[config.mk]
export PLATFORM = sky130hd
export DESIGN_NAME = muldiv_unit
export DESIGN_NICKNAME = d
export VERILOG_FILES = /design/src/rtl/muldiv_unit.sv
export SDC_FILE = /design/constraint.sdc
export NUM_CORES = 1
export LEC_CHECK = 0
export CAP_MARGIN = 20
export CORE_MARGIN = 5
export CORE_UTILIZATION = 55
export DETAILED_ROUTE_END_ITERATION = 6
export GPL_ROUTABILITY_DRIVEN = 0
export PLACE_DENSITY = 0.77
export SLEW_MARGIN = 25
export SYNTH_ARGS = -nofsm -noshare
export SYNTH_HDL_FRONTEND = slang
export SYNTH_SLANG_ARGS = --single-unit
[constraint.sdc]
create_clock -name clk -period 11.3 [get_ports clk]
set_input_delay 2.26 -clock clk [delete_from_list [all_inputs] [get_ports clk]]
set_output_delay 2.26 -clock clk [all_outputs]
set_load 0.005 [all_outputs]
[src/rtl/muldiv_unit.sv]
// HI/LO owner for the MIPS core: iterative 32-step multiply (shift-add) and
// restoring divide, plus MTHI/MTLO writes. busy is a pure state decode.
package muldiv_pkg;
    typedef logic [5:0] funct_t;
    localparam funct_t FUNCT_MULT  = 6'h18;
    localparam funct_t FUNCT_MULTU = 6'h19;
    localparam funct_t FUNCT_DIV   = 6'h1a;
    localparam funct_t FUNCT_DIVU  = 6'h1b;
endpackage

module muldiv_unit
    import muldiv_pkg::*;
(
    input  logic        clk,
    input  logic        reset_n,
    input  logic        start,
    input  funct_t      fncode,
    input  logic [31:0] a,
    input  logic [31:0] b,
    input  logic        mthi,
    input  logic        mtlo,
    input  logic [31:0] wdata,
    output logic        busy,
    output logic        done,
    output logic [31:0] hi,
    output logic [31:0] lo
);

    typedef enum logic [1:0] {S_IDLE, S_RUN, S_FIX} state_t;

    state_t      state_q, state_d;
    logic [4:0]  cnt_q, cnt_d;
    logic [31:0] hi_q, hi_d, lo_q, lo_d;
    logic        done_q, done_d;
    logic        load, step;

    logic        is_div_q, sa_q, sb_q, bz_q;
    logic [31:0] mcand_q, opnd_q, a_q;
    logic [63:0] acc_q;

    function automatic logic [31:0] abs32(input logic signed [31:0] v);
        return v[31] ? (~v + 32'd1) : v;
    endfunction

    function automatic logic [31:0] cond_neg32(input logic [31:0] v, input logic en);
        return en ? (~v + 32'd1) : v;
    endfunction

    function automatic logic [63:0] cond_neg64(input logic [63:0] v, input logic en);
        return en ? (~v + 64'd1) : v;
    endfunction

    logic signed [31:0] a_s, b_s;
    logic        start_ok, sel_div, sel_signed;
    logic [31:0] abs_a, abs_b;

    assign a_s        = a;
    assign b_s        = b;
    assign sel_div    = (fncode == FUNCT_DIV) || (fncode == FUNCT_DIVU);
    assign sel_signed = (fncode == FUNCT_MULT) || (fncode == FUNCT_DIV);
    assign start_ok   = start && (sel_div || (fncode == FUNCT_MULT) || (fncode == FUNCT_MULTU));
    assign abs_a      = sel_signed ? abs32(a_s) : a;
    assign abs_b      = sel_signed ? abs32(b_s) : b;

    // Multiply: opnd_q is the multiplier, consumed LSB first.
    logic [32:0] mul_sum;
    logic [63:0] mul_next;
    assign mul_sum  = {1'b0, acc_q[63:32]} + (opnd_q[0] ? {1'b0, mcand_q} : 33'd0);
    assign mul_next = {mul_sum, acc_q[31:1]};

    // Divide: opnd_q is the dividend, fed MSB first into the remainder.
    logic [31:0] rem_sh;
    logic [32:0] trial;
    logic [63:0] div_next;
    assign rem_sh   = {acc_q[62:32], opnd_q[31]};
    assign trial    = {1'b0, rem_sh} - {1'b0, mcand_q};
    assign div_next = trial[32] ? {rem_sh, acc_q[30:0], 1'b0}
                                : {trial[31:0], acc_q[30:0], 1'b1};

    logic [63:0] prod;
    logic [31:0] fix_hi, fix_lo;
    always_comb begin
        prod   = cond_neg64(acc_q, sa_q ^ sb_q);
        fix_hi = prod[63:32];
        fix_lo = prod[31:0];
        if (is_div_q) begin
            if (bz_q) begin
                fix_hi = a_q;
                fix_lo = 32'hFFFF_FFFF;
            end else begin
                fix_hi = cond_neg32(acc_q[63:32], sa_q);
                fix_lo = cond_neg32(acc_q[31:0], sa_q ^ sb_q);
            end
        end
    end

    always_comb begin
        state_d = state_q;
        cnt_d   = cnt_q;
        hi_d    = hi_q;
        lo_d    = lo_q;
        done_d  = 1'b0;
        load    = 1'b0;
        step    = 1'b0;
        case (state_q)
            S_IDLE: begin
                if (start_ok) begin
                    load    = 1'b1;
                    cnt_d   = 5'd0;
                    state_d = S_RUN;
                end else begin
                    if (mthi) hi_d = wdata;
                    if (mtlo) lo_d = wdata;
                end
            end
            S_RUN: begin
                step  = 1'b1;
                cnt_d = cnt_q + 5'd1;
                if (cnt_q == 5'd31) state_d = S_FIX;
            end
            S_FIX: begin
                hi_d    = fix_hi;
                lo_d    = fix_lo;
                done_d  = 1'b1;
                state_d = S_IDLE;
            end
            default: state_d = S_IDLE;
        endcase
    end

    always_ff @(posedge clk) begin
        if (!reset_n) begin
            state_q <= S_IDLE;
            cnt_q   <= 5'd0;
            hi_q    <= 32'd0;
            lo_q    <= 32'd0;
            done_q  <= 1'b0;
        end else begin
            state_q <= state_d;
            cnt_q   <= cnt_d;
            hi_q    <= hi_d;
            lo_q    <= lo_d;
            done_q  <= done_d;
        end
    end

    // Working registers carry no reset; they are always reloaded on start.
    always_ff @(posedge clk) begin
        if (load) begin
            is_div_q <= sel_div;
            sa_q     <= sel_signed & a[31];
            sb_q     <= sel_signed & b[31];
            bz_q     <= (b == 32'd0);
            a_q      <= a;
            mcand_q  <= sel_div ? abs_b : abs_a;
            opnd_q   <= sel_div ? abs_a : abs_b;
            acc_q    <= 64'd0;
        end else if (step) begin
            acc_q    <= is_div_q ? div_next : mul_next;
            opnd_q   <= is_div_q ? {opnd_q[30:0], 1'b0} : {1'b0, opnd_q[31:1]};
        end
    end

    assign busy = (state_q != S_IDLE);
    assign done = done_q;
    assign hi   = hi_q;
    assign lo   = lo_q;

endmodule

==> metrics.txt <==
status finished clean; routed wire length 59.4 mm; Worst VDD drop 0.000115 V; final routed DRC violation total 0; endpoint of the worst hold path lo[16]; prevailing post-synth register cell dfxtp_1; Post-CTS Setup Bufs 0; Initial Utilization 56.0%; Max clock buf depth 3; post-detailed-route via-to-cell ratio 6.57; clock-pin slew on the worst setup and hold paths 0.06 ns; Die ar. 0.0359 mm^2; nets 2424; Hold WC Path Type flip-flop to flip-flop; Max Used Layer met5; htree depth 1; Worst Setup Path Type input port to flip-flop; all-layer global routing usage 31.4%; dpl ws 5.00 ns; Pleak 7.51 nW; CTS buffer count 26; CTS Sinks 236; WL met2 27.0 mm; # rows 65; CP Cell Sequence clkdlybuf4s50_1 -> nor4bb_1 -> nand3_4 -> buf_4 -> clkinv_2 -> nor2_1 -> o21a_1 -> nand2_1 -> o221ai_1 -> a21oi_1; post-synthesis sequential area ratio 32.3%; cells on worst reg2reg path 12; Routed Antenna Nets 0; Slew Viols, Final 0; area of the mapped netlist 0.0177 mm^2; synth warn 0; global-route wire length before repair 90.3 mm; EDFF count, synth 100; Final Critical Period 5.77 ns; Yosys reg bits 236; Die H 189 um; Power, Total 3.22 mW; Placed Instance Area 0.0195 mm^2; core box area 0.0316 mm^2; vias in the first global route 16200; CP arrival 6.18 ns; DR WL met3 6.55 mm; Worst R2R Setup Slack 6.98 ns; DR iter-0 viols 2200; die outline width 189 um; Syn Area/Cell 8.11 um^2; Layout area overhead 14.8%; via count 17500; share of layout cells above drive strength 1 4.24%; Finish-stage setup viols 0; worst-path fanout max 86; Avg WL per Cell 22.3 um; worst-margin pin slew 1.06 ns; Setup TNS Final 0 ns; Final period util 51.1%; IO Pins 173; Slowest cell on crit path o21a_1; CTS tree yes; pwr dens 158 mW/mm^2; CP Launch Type input port; commonest non-fill, non-tap cells in the layout nand2_1, o21ai_0, a21oi_1, clkdlybuf4s50_1, dfxtp_1; design area 0.0203 mm^2; Mapped Nets 2361; r2r startpoint opnd_q[0]; Rel. slew slack 29.5%; HPWL after DPL 44.2 mm; Crit. End Element flip-flop; synth unique cells 82; f_max 173 MHz; final core occ 64.2%; PortBufs 172; Hold Vio Cnt, Final 0; CP max stage delay 0.79 ns; initial antenna violation count 2; commonest non-fill, non-tap cell in the layout nand2_1; RSZ-0062 raised after global routing false; Hold Path Origin lo[16]; FFs w/ async S/R, synth 0%; total congestion overflow 0; reg2reg end acc_q[59]; Skew-Pair Late Insertion Delay 0.55 ns; CTS hold repair buffers 0; root cell of the clock tree clkbuf_16; CP required 11.71 ns; M1 WL 23.1 mm; final worst slack 5.53 ns; largest net degree at the start of global routing 122; Hold Crit Depth 2; skew final 0.0253 ns; ANT cells 0; Mapped Cells 2182; cts repair resizes 0; DRT Pass-1 Iters 7; max_cap viols 0
==> worst max path at each step <==
stage / start / to / slack, ns
finish: fncode[4] / hi[13] / 5.53
global route: fncode[4] / hi[13] / 5.26
global placement: fncode[4] / lo[29] / 4.96
floorplan: fncode[2] / a_q[0] / 5.83
CTS: fncode[4] / hi[13] / 5.57
detailed placement: fncode[4] / hi[13] / 5.00
==> stage by stage <==
stage	instances	hold WS (ns)
final	2667	0.466
after detailed placement	2619	0.458
after global routing	2667	0.485
after global placement	2618	0.450
after CTS	2667	0.467
after floorplan	2182	0.424
==> cell families after synthesis <==
| family | synth area share [%] |
|---|---|
| compound gates | 24.3 |
| simple gates | 18.0 |
| buf+inv | 5.51 |
| flops | 32.3 |
| xor+xnor | 8.46 |
| mux | 6.18 |
| fa+ha+maj | 5.17 |
==> registers in the layout, indices dropped and copies added, names as in the netlist <==
signal / count
is_div_q: 1
sa_q: 1
a_q: 32
state_q: 2
opnd_q: 32
lo: 32
acc_q: 64
bz_q: 1
cnt_q: 5
done: 1
sb_q: 1
mcand_q: 32
hi: 32
==> where the power goes <==
group / total (mW) / leakage [nW] / internal (mW) / switching (mW)
logic: 1.14 / 5.05 / 0.491 / 0.647
clock network: 0.857 / 0.416 / 0.497 / 0.361
registers: 1.22 / 2.04 / 0.986 / 0.239
total: 3.22 / 7.51 / 1.97 / 1.25
==> worst max-delay path, delay by kind of cell <==
kind	cells	cell delay (ns)
simple gates	4	1.02
compound gates	3	1.14
buf+inv	3	1.76
==> routing by layer <==
metal	global-route usage, %	vias up
li1	-	8077
met1	41.1	8238
met2	50.7	1015
met3	7.84	190
met4	11.1	4
met5	0.687	-
==> final cells by class <==
type / count / area (um^2)
Fill cell: 2604 / 11300
Multi-Input combinational cell: 1710 / 11000
Sequential cell: 236 / 5730
Timing Repair Buffer: 193 / 1890
Clock buffer: 39 / 771
Tap cell: 402 / 503
Inverter: 78 / 294
Clock inverter: 9 / 92.6
==> synth_stat cells (41+ instances only) <==
master,instances,share of area (%)
dfxtp_1,136,15
a21oi_1,193,5.5
and2_1,41,1.4
clkbuf_1,120,2.5
o221ai_1,46,2.3
mux2i_1,106,6.0
xor2_1,71,3.5
inv_1,76,1.6
edfxtp_1,100,17
nor3_1,45,1.3
nor2_1,125,2.7
xnor2_1,100,4.9
ha_1,70,4.9
nand2_1,230,4.9
nand3_1,94,2.7
o21ai_0,204,5.8
(Power assumes the default switching activity.)
==> variant 1: new RTL, same flow settings <==
`hi_q` and `lo_q` no longer have a reset.
--- a/src/rtl/muldiv_unit.sv
+++ b/src/rtl/muldiv_unit.sv
@@ -132,16 +132,17 @@
         if (!reset_n) begin
             state_q <= S_IDLE;
             cnt_q   <= 5'd0;
-            hi_q    <= 32'd0;
-            lo_q    <= 32'd0;
             done_q  <= 1'b0;
         end else begin
             state_q <= state_d;
             cnt_q   <= cnt_d;
-            hi_q    <= hi_d;
-            lo_q    <= lo_d;
             done_q  <= done_d;
         end
+    end
+
+    always_ff @(posedge clk) begin
+        hi_q <= hi_d;
+        lo_q <= lo_d;
     end
 
     // Working registers carry no reset; they are always reloaded on start.
Function: changed (Yosys sat finds a counterexample within 4 cycles, from zero or initial values and one cycle with reset_n low).
==> variant 1 against the unedited design <==
Power decreased by 3.1%. Sequential cell count is the same. Design area grew 1.7%. Setup slack improved by 0.71 ns. Clock power shrank 6.0%. Routed wire length decreased by 9.5%. Utilization fell by 0.39 points. Synthesized cell count is 3.7% lower. Fmax rose by 14%. Largest power group unchanged. Cell count shrank 0.79%. Synthesized area up 1.2%.
==> variant 1: results (changes against the unedited design) <==
Setup path
  • Slowest cell on crit path: buf_4 (was o21a_1)
  • CP max FO: 92 (was 86)
  • Critical path's largest stage delay: 0.83 ns (was 0.79 ns)
  • Cell count of the worst reg-to-reg path: 9 (was 12)
  • WP data arrival: 5.34 ns (was 6.18 ns)

Clock tree
  • Clock slew at reported path FFs: 0.06 ns (about the same)
  • CTS buffer count: 26 (unchanged)
  • Root Driver: clkbuf_16 (unchanged)
  • Post-CTS setup buffer count: 0 (unchanged)
  • H-tree depth: 1 (unchanged)
  • Post-CTS resize count: 0 (unchanged)
  • Skew-Pair Late Insertion Delay: roughly 0.56 ns
  • Bufs on Longest Clock Path: 3 (unchanged)

Final layout
  • Max reg flops: 64 (unchanged)
  • Area of the multi-input gates: 10800 um2 (was 11000 um2)
  • Layout cells sized above 1: 0.0526 (was 0.0424)
  • Final #Nets: 2363 (was 2424)
  • Diodes inserted: 0 (unchanged)
  • Most common cell after layout, fill and taps aside: nand2_1 (unchanged)
  • Most flops, register: acc_q (unchanged)
  • Fill cells: 2756 (was 2604)

Placed design
  • Port Buffer Count: 172 (unchanged)
  • Post-DP Area: 19900 um2 (was 19500 um2)
  • Pre-CTS setup slack: 5.74 ns (was 5.00 ns)
  • Detailed placer's ending HPWL: 39.8 mm (was 44.2 mm)

Detailed routing
  • DR WL/cell: 20.3 um (was 22.3 um)
  • Via Count: 17000 (was 17500)
  • DR pass1 iterations: 6 (was 7)
  • Drt first-iter violations: 2212 (was 2200)

Global routing
  • Total GRT Usage: 0.285 (was 0.314)
  • First-pass GRT wire length: 84.1 mm (was 90.3 mm)
  • Vias in the first global route: 15700 (was 16200)
  • Initial antenna violation count: 0 (was 2)
  • Largest net degree at the start of global routing: 93 (was 122)

Synthesis
  • Synth async-reset ratio: 0 (unchanged)
  • Syn. warnings: 0 (unchanged)
  • Sequential area share after synthesis: 0.355 (was 0.323)
  • EDFF count, synth: 164 (was 100)
  • Dominant cells by area after synthesis: edfxtp_1 (27%), dfxtp_1 (8.0%), mux2i_1 (5.4%), a21oi_1 (5.3%), o21ai_0 (5.2%) (was edfxtp_1 (17%), dfxtp_1 (15%), mux2i_1 (6.0%), o21ai_0 (5.8%), a21oi_1 (5.5%))
  • Cell variety after synth: 87 (was 82)
  • Most frequent cells after synthesis: nand2_1 (203), a21oi_1 (189), o21ai_0 (186) (was nand2_1 (230), o21ai_0 (204), a21oi_1 (193))
  • Post-synth net total: 2281 (was 2361)

Pwr
  • Pleak: 7.57 nW (was 7.51 nW)
  • Psw: 1.18 mW (was 1.25 mW)
  • Worst VDD drop: 0.000120 V (was 0.000115 V)

Hold path
  • Hold Crit Depth: 1 (was 2)
  • Class of the worst hold path: reg2reg (unchanged)

STA
  • Layout Skew: 0.0216 ns (was 0.0253 ns)
  • Rel. slew slack: 0.308 (was 0.295)

Outcome
  • Run status: complete, no violations (unchanged)
variant 1: stage by stage:
stage	std cells	hold WS, ns
global placement	2598	0.442
finish	2646	0.467
detailed placement	2598	0.458
floorplan	2102	0.423
global route	2646	0.492
CTS	2646	0.466
variant 1: worst paths after layout:
path	end	slack, ns	start
min reg2reg	cnt_q[3]	0.47	cnt_q[3]
min	cnt_q[3]	0.47	cnt_q[3]
max	opnd_q[29]	6.23	fncode[4]
max reg2reg	acc_q[44]	6.57	acc_q[48]
variant 1: kinds of logic (layout without fill, tap and decap cells):
| kind of cell | after synthesis | after routing | share of synthesized area |
|---|---|---|---|
| mux | 106 | 106 | 0.0599 |
| compound gates | 661 | 661 | 0.229 |
| flops | 236 | 236 | 0.355 |
| simple gates | 655 | 655 | 0.180 |
| fa+ha+maj | 72 | 72 | 0.0511 |
| buf+inv | 209 | 311 | 0.0449 |
| xor+xnor | 163 | 163 | 0.0797 |
variant 1: power groups by stage:
stage / Combinational [mW] / Sequential [mW] / Clock [mW]
final: 1.09 / 1.22 / 0.806
after global routing: 1.20 / 1.24 / 0.847
after CTS: 1.07 / 1.22 / 0.808
after detailed placement: 1.06 / 1.23 / 0
after global placement: 1.03 / 1.23 / 0
after floorplan: 0.872 / 1.12 / 0
variant 1: routing by layer:
metal	vias up	GRT usage	wire length, um
li1	7940	-	-
met1	7907	0.412	22800
met2	989	0.448	23600
met3	134	0.0417	5760
met4	0	0.0851	1650
met5	-	0	0
variant 1: layout make-up:
cell class | instances | share of cell area
multi-input cells | 1657 | 0.523
flip-flops and latches | 236 | 0.308
repair buffers | 194 | 0.0913
clock buffers | 33 | 0.0343
well taps | 442 | 0.0268
inverters | 69 | 0.0126
clock inverters | 15 | 0.00430
variant 1: worst max-delay path, delay by kind of cell:
kind	cells	cell delay [ns]
and+or+nand+nor	3	1.19
AOI/OAI and AO/OA	2	0.35
buffers and inverters	3	1.52
==> variant 2: new RTL, same flow settings <==
Made on the original files. The package constant `FUNCT_DIV` goes from 6'h1a to 6'h10.
--- a/src/rtl/muldiv_unit.sv
+++ b/src/rtl/muldiv_unit.sv
@@ -4,7 +4,7 @@
     typedef logic [5:0] funct_t;
     localparam funct_t FUNCT_MULT  = 6'h18;
     localparam funct_t FUNCT_MULTU = 6'h19;
-    localparam funct_t FUNCT_DIV   = 6'h1a;
+    localparam funct_t FUNCT_DIV   = 6'h10;
     localparam funct_t FUNCT_DIVU  = 6'h1b;
 endpackage
 
Function: changed (Yosys sat finds a counterexample within 4 cycles, from zero or initial values and one cycle with reset_n low).
==> variant 2 against the unedited design <==
The run now ends with design-rule violations left. First-iteration DRC count up 3.8%. Non-clock buffer count grew 2. Utilization up 0.079 points. Routed wire length increased by 4.7%. Power up 9.8%. Sequential cell count stayed put. Design area up 2.7%. Critical path depth shrank 1. Setup slack improved by 0.45 ns. Synthesized area grew 1.8%. Critical endpoint is now opnd_q[28].
==> variant 2: results (changes against the unedited design) <==
Outcome
  • Run status: finished, violations left (was complete, no violations)
  • Violated checks: design-rule violations

Detailed routing
  • Via Count: 18300 (was 17500)
  • DR pass1 iterations: 7 (unchanged)
  • DR WL/cell: 22.6 um (was 22.3 um)
  • Final routed DRC violation total: 15 (was 0)
  • Drt first-iter violations: 2283 (was 2200)

Final layout
  • Most flops, register: acc_q (unchanged)
  • Post-Layout Cell Count: 2748 (was 2667)
  • Final #Nets: 2462 (was 2424)
  • Layout cells sized above 1: 0.0512 (was 0.0424)

Setup path
  • CP Launch Point: a[2] (was fncode[4])
  • WP data arrival: 5.57 ns (was 6.18 ns)
  • CP Capture Point: opnd_q[28] (was hi[13])
  • Slowest cell on crit path: clkdlybuf4s50_1 (was o21a_1)

Synthesis
  • Mapped Avg Cell Area: 8.10 um2 (was 8.11 um2)
  • Cell variety after synth: 89 (was 82)
  • Dominant cells by area after synthesis: edfxtp_1 (17%), dfxtp_1 (15%), mux2i_1 (5.8%), a21oi_1 (5.4%), o21ai_0 (5.4%) (was edfxtp_1 (17%), dfxtp_1 (15%), mux2i_1 (6.0%), o21ai_0 (5.8%), a21oi_1 (5.5%))
  • Post-synth net total: 2405 (was 2361)
  • Most frequent cells after synthesis: nand2_1 (241), a21oi_1 (196), o21ai_0 (196) (was nand2_1 (230), o21ai_0 (204), a21oi_1 (193))

Placed design
  • Post-DP Area: 19900 um2 (was 19500 um2)
  • Detailed placer's ending HPWL: 45.4 mm (was 44.2 mm)

Hold path
  • Hold endpoint: lo[25] (was lo[16])
  • Worst Hold Launch: lo[25] (was lo[16])

STA
  • Slew at the pin closest to its max-slew limit: 1.04 ns (was 1.06 ns)
  • Hold_ws: 0.463 ns (was 0.466 ns)
  • Period utilization: 0.471 (was 0.511)

Pwr
  • Pleak: 8.18 nW (was 7.51 nW)
  • Worst VDD drop: 0.000114 V (was 0.000115 V)

Global routing
  • Vias in the first global route: 16800 (was 16200)
  • Initial antenna violation count: 0 (was 2)
  • First-pass GRT wire length: 94.8 mm (was 90.3 mm)
[variant 2: cell count changes in the layout (fill, tap and decap cells not counted), sizes merged, moves of 7 or more]
cell and delta:
xnor2 -14, nor2 -12, or3 +12, nand2 +11, nand3 -10, nor3 +10
nor4 +9, o31ai +8, xor2 +8, o2111ai -7
[variant 2: worst max-delay path, delay by kind of cell]
| kind | cells | cell delay [ns] |
|---|---|---|
| AO/OA/AOI/OAI | 2 | 0.33 |
| XOR/XNOR | 1 | 0.35 |
| buffers and inverters | 1 | 0.54 |
| AND/OR/NAND/NOR | 5 | 2.09 |
[variant 2: cell type report]
cell class | count | area, um2
Fill cell | 2733 | 11600
Multi-Input combinational cell | 1753 | 11400
Sequential cell | 236 | 5730
Timing Repair Buffer | 195 | 1920
Clock buffer | 33 | 749
Tap cell | 442 | 553
Inverter | 69 | 259
Clock inverter | 19 | 233
Antenna cell | 1 | 2.50
[variant 2: logic make-up (layout without fill, tap and decap cells)]
logic type,Yosys count,in the layout,share of synthesized area
mux,108,108,0.0602
simple gates,701,701,0.192
other cells,0,1,0
flops,236,236,0.318
buf+inv,237,316,0.0506
xor+xnor,165,165,0.0802
fa+ha+maj,72,72,0.0508
compound gates,707,707,0.248
[variant 2: layer usage]
layer | up-vias | GRT usage | wire length [um]
met3 | 204 | 0.0665 | 6980
met5 | - | 0 | 0
li1 | 8293 | - | -
met1 | 8598 | 0.446 | 24900
met2 | 1170 | 0.502 | 27400
met4 | 0 | 0.126 | 2930
[variant 2: where the power goes]
group | switching [mW] | leakage (nW) | total (mW) | internal, mW
clock network | 0.389 | 0.475 | 0.958 | 0.569
registers | 0.266 | 2.02 | 1.26 | 0.998
logic | 0.755 | 5.68 | 1.31 | 0.558
